===== src/rtl/seg_bcd_if.sv =====
// seg_bcd_if: value-load handshake between a producer and seg_bcd_loader.
//   in_valid : producer presents in_data this cycle
//   in_data  : 20-bit unsigned binary value to display
//   in_ready : loader is idle and will take in_valid/in_data on the next edge
// master = producer side, slave = loader side.
interface seg_bcd_if;
  logic        in_valid;
  logic [19:0] in_data;
  logic        in_ready;

  modport master (output in_valid, output in_data, input in_ready);
  modport slave  (input in_valid, input in_data, output in_ready);
endinterface


===== src/rtl/seg_bcd_loader.sv =====
// seg_bcd_loader: takes a 20-bit binary value over a valid/ready handshake,
// converts it to six BCD digits with a serial double-dabble engine (one
// bit per clock), applies overflow / leading-zero shaping and then commits
// all six digit codes at once to the scanner inputs dis1..dis6.
//
// Ports:
//   clk, rst_n : clock, asynchronous active-low reset
//   bus        : seg_bcd_if.slave (in_valid, in_data, in_ready)
//   disp_en    : 1 = show committed digits, 0 = show blanks (code 11)
//   done       : one-cycle pulse on the cycle new digits appear
//   dis1..dis6 : digit codes, dis1 most significant; 0-9, 10 = '-', 11 = blank
module seg_bcd_loader #(
  parameter bit          LZ_BLANK = 1'b1,
  parameter logic [19:0] MAX_VAL  = 20'd999_999
) (
  input  logic       clk,
  input  logic       rst_n,
  seg_bcd_if.slave   bus,
  input  logic       disp_en,
  output logic       done,
  output logic [3:0] dis1,
  output logic [3:0] dis2,
  output logic [3:0] dis3,
  output logic [3:0] dis4,
  output logic [3:0] dis5,
  output logic [3:0] dis6
);

  localparam logic [1:0] IDLE   = 2'd0;
  localparam logic [1:0] CONV   = 2'd1;
  localparam logic [1:0] COMMIT = 2'd2;

  localparam logic [23:0] ALL_BLANK = {6{4'hB}};
  localparam logic [23:0] ALL_DASH  = {6{4'hA}};

  logic [1:0]  state;
  logic        in_ready_q;
  logic [19:0] bin;
  logic [23:0] bcd;
  logic [4:0]  cnt;
  logic        ovf;
  logic [23:0] committed;
  logic [23:0] dis_q;

  logic        accept;
  logic [23:0] final_digits;
  logic [23:0] shown;

  // Double-dabble correction step: every nibble >= 5 gets +3 before the shift.
  function automatic logic [23:0] add3(input logic [23:0] b);
    logic [23:0] r;
    logic [3:0]  nib;
    r = b;
    for (int i = 0; i < 6; i++) begin
      nib = b[4*i +: 4];
      if (nib >= 4'd5) nib = nib + 4'd3;
      r[4*i +: 4] = nib;
    end
    return r;
  endfunction

  // Overflow pattern, or leading-zero blanking from dis1 toward dis5.
  // The rightmost digit is never blanked so that zero still shows "0".
  function automatic logic [23:0] shape(input logic [23:0] b, input logic of);
    logic [23:0] r;
    logic        lead;
    r    = b;
    lead = 1'b1;
    if (of) begin
      r = ALL_DASH;
    end else if (LZ_BLANK) begin
      for (int i = 0; i < 5; i++) begin
        if (lead && r[23-4*i -: 4] == 4'd0) r[23-4*i -: 4] = 4'hB;
        else                                 lead = 1'b0;
      end
    end
    return r;
  endfunction

  // in_ready is a register: it drops on the accept edge and comes back one
  // edge after the commit, so a new value is never taken on the commit's
  // heels.
  assign accept       = (state == IDLE) && in_ready_q && bus.in_valid;
  assign final_digits = shape(bcd, ovf);

  // NOTE: every signal driven from always_comb gets a default assignment
  // first, so no path leaves it unassigned and no latch is inferred.
  always_comb begin
    shown = committed;
    if (state == COMMIT) shown = final_digits;
  end

  // NOTE: sequential state uses non-blocking assignments only, so every
  // flop samples the pre-edge values regardless of statement order.
  always_ff @(posedge clk or negedge rst_n) begin
    if (!rst_n) begin
      state      <= IDLE;
      in_ready_q <= 1'b1;
      done       <= 1'b0;
      bin        <= '0;
      bcd        <= '0;
      cnt        <= '0;
      ovf        <= 1'b0;
      // NOTE: the committed-digit store is only six nibbles of flops, so it
      // is reset to blanks like everything else rather than left unknown.
      committed  <= ALL_BLANK;
      dis_q      <= ALL_BLANK;
    end else begin
      done       <= 1'b0;
      in_ready_q <= (state == IDLE) && !accept;
      dis_q      <= disp_en ? shown : ALL_BLANK;

      case (state)
        IDLE: begin
          if (accept) begin
            bin   <= bus.in_data;
            bcd   <= '0;
            cnt   <= '0;
            ovf   <= (bus.in_data > MAX_VAL);
            state <= CONV;
          end
        end
        CONV: begin
          {bcd, bin} <= {add3(bcd), bin} << 1;
          cnt        <= cnt + 5'd1;
          if (cnt == 5'd19) state <= COMMIT;
        end
        COMMIT: begin
          committed <= final_digits;
          done      <= 1'b1;
          state     <= IDLE;
        end
        default: state <= IDLE;
      endcase
    end
  end

  assign bus.in_ready = in_ready_q;
  assign dis1 = dis_q[23:20];
  assign dis2 = dis_q[19:16];
  assign dis3 = dis_q[15:12];
  assign dis4 = dis_q[11:8];
  assign dis5 = dis_q[7:4];
  assign dis6 = dis_q[3:0];

endmodule


===== src/flat_wrapper.sv =====
// flat-port wrapper written by rule: the top's interface ports become plain ports
module seg_bcd_loader_flat 
#(
  parameter bit          LZ_BLANK = 1'b1,
  parameter logic [19:0] MAX_VAL  = 20'd999_999
)
  (clk, rst_n, disp_en, done, dis1, dis2, dis3, dis4, dis5, dis6, bus_in_valid, bus_in_data, bus_in_ready);
  seg_bcd_if bus_i ();
  input  logic clk;
  input  logic rst_n;
  input  logic disp_en;
  output logic done;
  output logic [3:0] dis1;
  output logic [3:0] dis2;
  output logic [3:0] dis3;
  output logic [3:0] dis4;
  output logic [3:0] dis5;
  output logic [3:0] dis6;
  input wire logic [$bits(bus_i.in_valid)-1:0] bus_in_valid;
  input wire logic [$bits(bus_i.in_data)-1:0] bus_in_data;
  output wire logic [$bits(bus_i.in_ready)-1:0] bus_in_ready;
  assign bus_i.in_valid = bus_in_valid;
  assign bus_i.in_data = bus_in_data;
  assign bus_in_ready = bus_i.in_ready;
  seg_bcd_loader #(.LZ_BLANK(LZ_BLANK), .MAX_VAL(MAX_VAL)) u_core (.clk(clk), .rst_n(rst_n), .bus(bus_i), .disp_en(disp_en), .done(done), .dis1(dis1), .dis2(dis2), .dis3(dis3), .dis4(dis4), .dis5(dis5), .dis6(dis6));
endmodule

===== config.mk =====
export PLATFORM = sky130hd
export DESIGN_NAME = seg_bcd_loader_flat
export DESIGN_NICKNAME = d
export VERILOG_FILES = /design/src/rtl/seg_bcd_if.sv /design/src/rtl/seg_bcd_loader.sv /design/src/flat_wrapper.sv
export SDC_FILE = /design/constraint.sdc
export NUM_CORES = 1
export LEC_CHECK = 0
export ABC_AREA = 1
export BUFFER_PORTS_ARGS = -buffer_cell sky130_fd_sc_hd__buf_4
export CORE_MARGIN = 3
export CORE_UTILIZATION = 59
export DETAILED_ROUTE_END_ITERATION = 8
export PLACE_DENSITY = 0.8
export SLEW_MARGIN = 30
export SYNTH_ARGS = -nofsm -noshare
export SYNTH_HDL_FRONTEND = slang
export SYNTH_SLANG_ARGS = --single-unit

===== constraint.sdc =====
create_clock -name clk -period 1.6 [get_ports clk]
set_input_delay 0.24 -clock clk [delete_from_list [all_inputs] [get_ports clk]]
set_output_delay 0.24 -clock clk [all_outputs]
set_load 0.02 [all_outputs]

==> reports/summary.log <==
qor: power_and_ir_drop.pwr-share-seq 38.5%
qor: cts.cts.clk_slew.worst_paths 100 ps
qor: worst_setup_path.critPathKind reg -> reg
qor: cts.clk_root_buffer_cell sky130_fd_sc_hd__clkbuf_8
qor: synth.seq_area_frac_synth 53.0%
qor: drt.avgRoutedWirePerCell 15.0 um
qor: worst_setup_path.path_cells inv_2 -> ha_4 -> inv_1 -> nor2_2 -> o21ai_2 -> or2_2 -> nand3_1 -> o21ai_0
qor: timing.fin_crit 1570 ps
qor: die.floorplan.initialDensity 62.2%
qor: worst_setup_path.crit_start u_core.bcd[12]$_DFFE_PN0P_
qor: timing.finalSetupViolCount 0
qor: worst_setup_path.critical_path_required 1850 ps
qor: worst_setup_path.r2r_slack 30 ps
qor: power_and_ir_drop.comb_power_share 47.5%
qor: worst_setup_path.slowest_stage_delay_cp 440 ps
qor: drt.drtPass1Iterations 5
qor: synth.postSynthCellCount 507
qor: cts.cts_htree_levels 3
qor: placement.hpwl 6.75 mm
qor: cts.ctsLongestPathBuffers 2
qor: timing.slew_at_the_pin_with_the_worst_max_slew_slack 383 ps
qor: timing.fin_ws 32.4 ps
qor: worst_setup_path.worstSetupStartpointType register
qor: final_layout.final_core_util 72.3%
qor: final_layout.num_antenna_cells 0
qor: final_layout.synth_to_final_area_change 16.3%
qor: drt.drc 0
qor: drt.route.detailed.vias_per_inst 5.45
qor: drt.route.vias.total 3682
qor: final_layout.mostFrequentLayoutCell sky130_fd_sc_hd__nand2_1
qor: final_layout.nets 610
qor: die.io_pins 50
qor: synth.yosysWarningCount 0
qor: power_and_ir_drop.switching_share 42.5%
qor: synth.syn_area_per_cell 9.67 um2
qor: worst_setup_path.path_max_fanout 5
qor: synth.synth.net_count 548
qor: timing.hold_violation_total_from_the_final_report 0
qor: synth.synth_top_cell_area_share 33.2%
qor: placement.io_buffers 49
qor: power_and_ir_drop.ir_worst_vdd 1200 uV
qor: global_route.number_of_antenna_violations_at_the_first_check_in_global_routing 0
qor: synth.synth-seq-cells 102
qor: job.cap_viol_max_count 0
qor: global_route.gr-usage-all-layers 21.6%
qor: cts.cts_tree built
qor: synth.synth_area_leader sky130_fd_sc_hd__dfrtp_1
qor: timing.slew_headroom 74.2%
qor: power_and_ir_drop.design_power_total 11.2 mW
qor: outcome.outcome finished clean
qor: worst_setup_path.reg2reg_from u_core.bcd[12]$_DFFE_PN0P_
qor: cts.cts_num_sinks 102
qor: timing.post-route-period-util 98.0%
qor: die.core_area 7890 um2
qor: placement.dpl_worst_slack -31.2 ps
qor: placement.gp_routability_congestion 0.870
qor: timing.finalMaxSlewViolations 0
qor: worst_setup_path.cp-endpoint u_core.bcd[13]$_DFFE_PN0P_
qor: timing.fmax 638 MHz
qor: synth.synth.top_cells.by_area sky130_fd_sc_hd__dfrtp_1 (33%), sky130_fd_sc_hd__dfstp_2 (20%), sky130_fd_sc_hd__nand2_1 (6.1%), sky130_fd_sc_hd__inv_1 (5.4%), sky130_fd_sc_hd__ha_1 (4.3%)
qor: power_and_ir_drop.leakagePower 2.75 nW
qor: timing.hold_ws 117 ps
qor: die.dieWidth 97.2 um
qor: global_route.first_global_vias 3732
qor: final_layout.layout.cells.most_common_list sky130_fd_sc_hd__nand2_1 (78), sky130_fd_sc_hd__buf_4 (66), sky130_fd_sc_hd__dfrtp_1 (65)
qor: die.die_height 97.2 um
qor: placement.post_dp_cell_area 5370 um2
qor: cts.numCtsBuffers 9
qor: drt.ant_nets 0
qor: die.rows 32
qor: global_route.grt_pass1_wl 17.0 mm
qor: power_and_ir_drop.internal-power 6.42 mW
qor: global_route.largest_net_degree_at_the_start_of_global_routing 54
qor: worst_setup_path.critical_path.reg2reg.endpoint u_core.bcd[13]$_DFFE_PN0P_
qor: power_and_ir_drop.power.density_cell_area 1960 nW/um2
qor: worst_hold_path.holdCritPathClass in -> reg
qor: cts.clk-insertion-delay-late 370 ps
qor: drt.drt_first_iter_violations 260
qor: final_layout.post_route_cells_drive_above_1_share 35.2%
qor: final_layout.finalInstanceArea 5700 um2
qor: power_and_ir_drop.total_switching_power 4.75 mW
qor: die.die-area 9440 um2
qor: timing.fin_skew 11.9 ps
qor: worst_setup_path.r2r_cell_count 8
qor: drt.total_wire_length 10.1 mm
qor: synth.synth_area 4900 um2
qor: worst_setup_path.critical_path_cell_with_the_highest_stage_delay sky130_fd_sc_hd__dfrtp_1
qor: power_and_ir_drop.clock_power_share 14.0%
qor: worst_setup_path.critical_path.endpoint_type register
qor: global_route.grt_remaining_overflow 0
qor: synth.synth_cell_type_count 42
qor: worst_setup_path.worstPathArrival 1820 ps
## logic make-up (layout without fill, tap and decap cells)
logic type / count (synthesis) / in the layout / share of synthesized area (%)
fa+ha+maj: 17 / 17 / 4.34
flops: 102 / 102 / 53.0
compound gates: 113 / 113 / 15.1
simple gates: 175 / 175 / 17.2
buf+inv: 93 / 160 / 9.16
xor+xnor: 7 / 7 / 1.25
## state kept, by name, indices dropped and copies added (netlist names)
signal	cells
u_core.done	1
u_core.bin	20
u_core.state	2
u_core.bcd	24
u_core.bus.in_ready	1
u_core.committed	24
u_core.cnt	5
u_core.dis_q	24
u_core.ovf	1
## worst min-delay path by stage
stage                                end           start  cells past startpoint
6_report       u_core.bin[3]$_DFFE_PN0P_  bus_in_data[3]                      3
3_3_place_gp   u_core.dis_q[2]$_DFF_PN0_           rst_n                      1
2_1_floorplan  u_core.bcd[0]$_DFFE_PN0P_           rst_n                      0
3_5_place_dp   u_core.dis_q[2]$_DFF_PN0_           rst_n                      1
4_1_cts        u_core.bin[3]$_DFFE_PN0P_  bus_in_data[3]                      3
5_1_grt        u_core.bin[2]$_DFFE_PN0P_  bus_in_data[2]                      3
## cell usage after synthesis (all sizes together)
master	instances
o21ai	63
xor2	7
inv	73
nand4	3
ha	17
a21oi	15
clkbuf	3
o32ai	1
o211ai	20
dfstp	37
buf	17
nand2	91
nor3	10
a211oi	1
a22oi	1
nor2	34
or2	9
o22ai	10
nor3b	3
o31ai	1
o221ai	1
dfrtp	65
nand3	25
## critical path: cells and delay by family (launching register included)
| family | cells | cell delay [ps] |
|---|---|---|
| AOI/OAI and AO/OA | 2 | 170 |
| adders and majority gates | 1 | 150 |
| and+or+nand+nor | 3 | 500 |
| DFF | 1 | 440 |
| buffers and inverters | 2 | 180 |
## cell type report
cell class | count | area [um2]
multi-input cells | 312 | 1930
fillers | 565 | 2190
clock inverters | 7 | 62.6
well taps | 102 | 128
flip-flops and latches | 102 | 2600
repair buffers | 71 | 577
inverters | 73 | 282
clock buffers | 9 | 124
## what timing repair did
item                       CTS  global route
hold endpoints to repair    60             0
setup endpoints to repair    5            14
resized for setup            6            25
pin swaps                    0             1
buffers inserted             3             5
hold buffers                 1             0
cloned                       0             0
## per-stage QoR
stage                     instances  setup TNS, ps
final                           676              0
after global routing            676           -189
after CTS                       671              0
after detailed placement        651          -45.7
after global placement          651              0
after floorplan                 507              0
## power groups by stage
stage,Clock (mW),Combinational [mW],Sequential (mW)
4_1_cts,1.60,4.92,4.26
3_5_place_dp,0,4.80,4.32
2_1_floorplan,0,3.73,4.34
5_1_grt,1.71,5.91,4.40
6_report,1.57,5.31,4.30
3_3_place_gp,0,4.56,4.26
## routing by layer
| metal | vias up | GRT usage (%) | part of all wire [%] |
|---|---|---|---|
| li1 | 1775 | - | - |
| met1 | 1749 | 29.0 | 44 |
| met5 | - | 0 | 0 |
| met3 | 24 | 3.88 | 5.5 |
| met4 | 0 | 7.24 | 1.5 |
| met2 | 134 | 35.8 | 49 |
(Power assumes the default switching activity.)
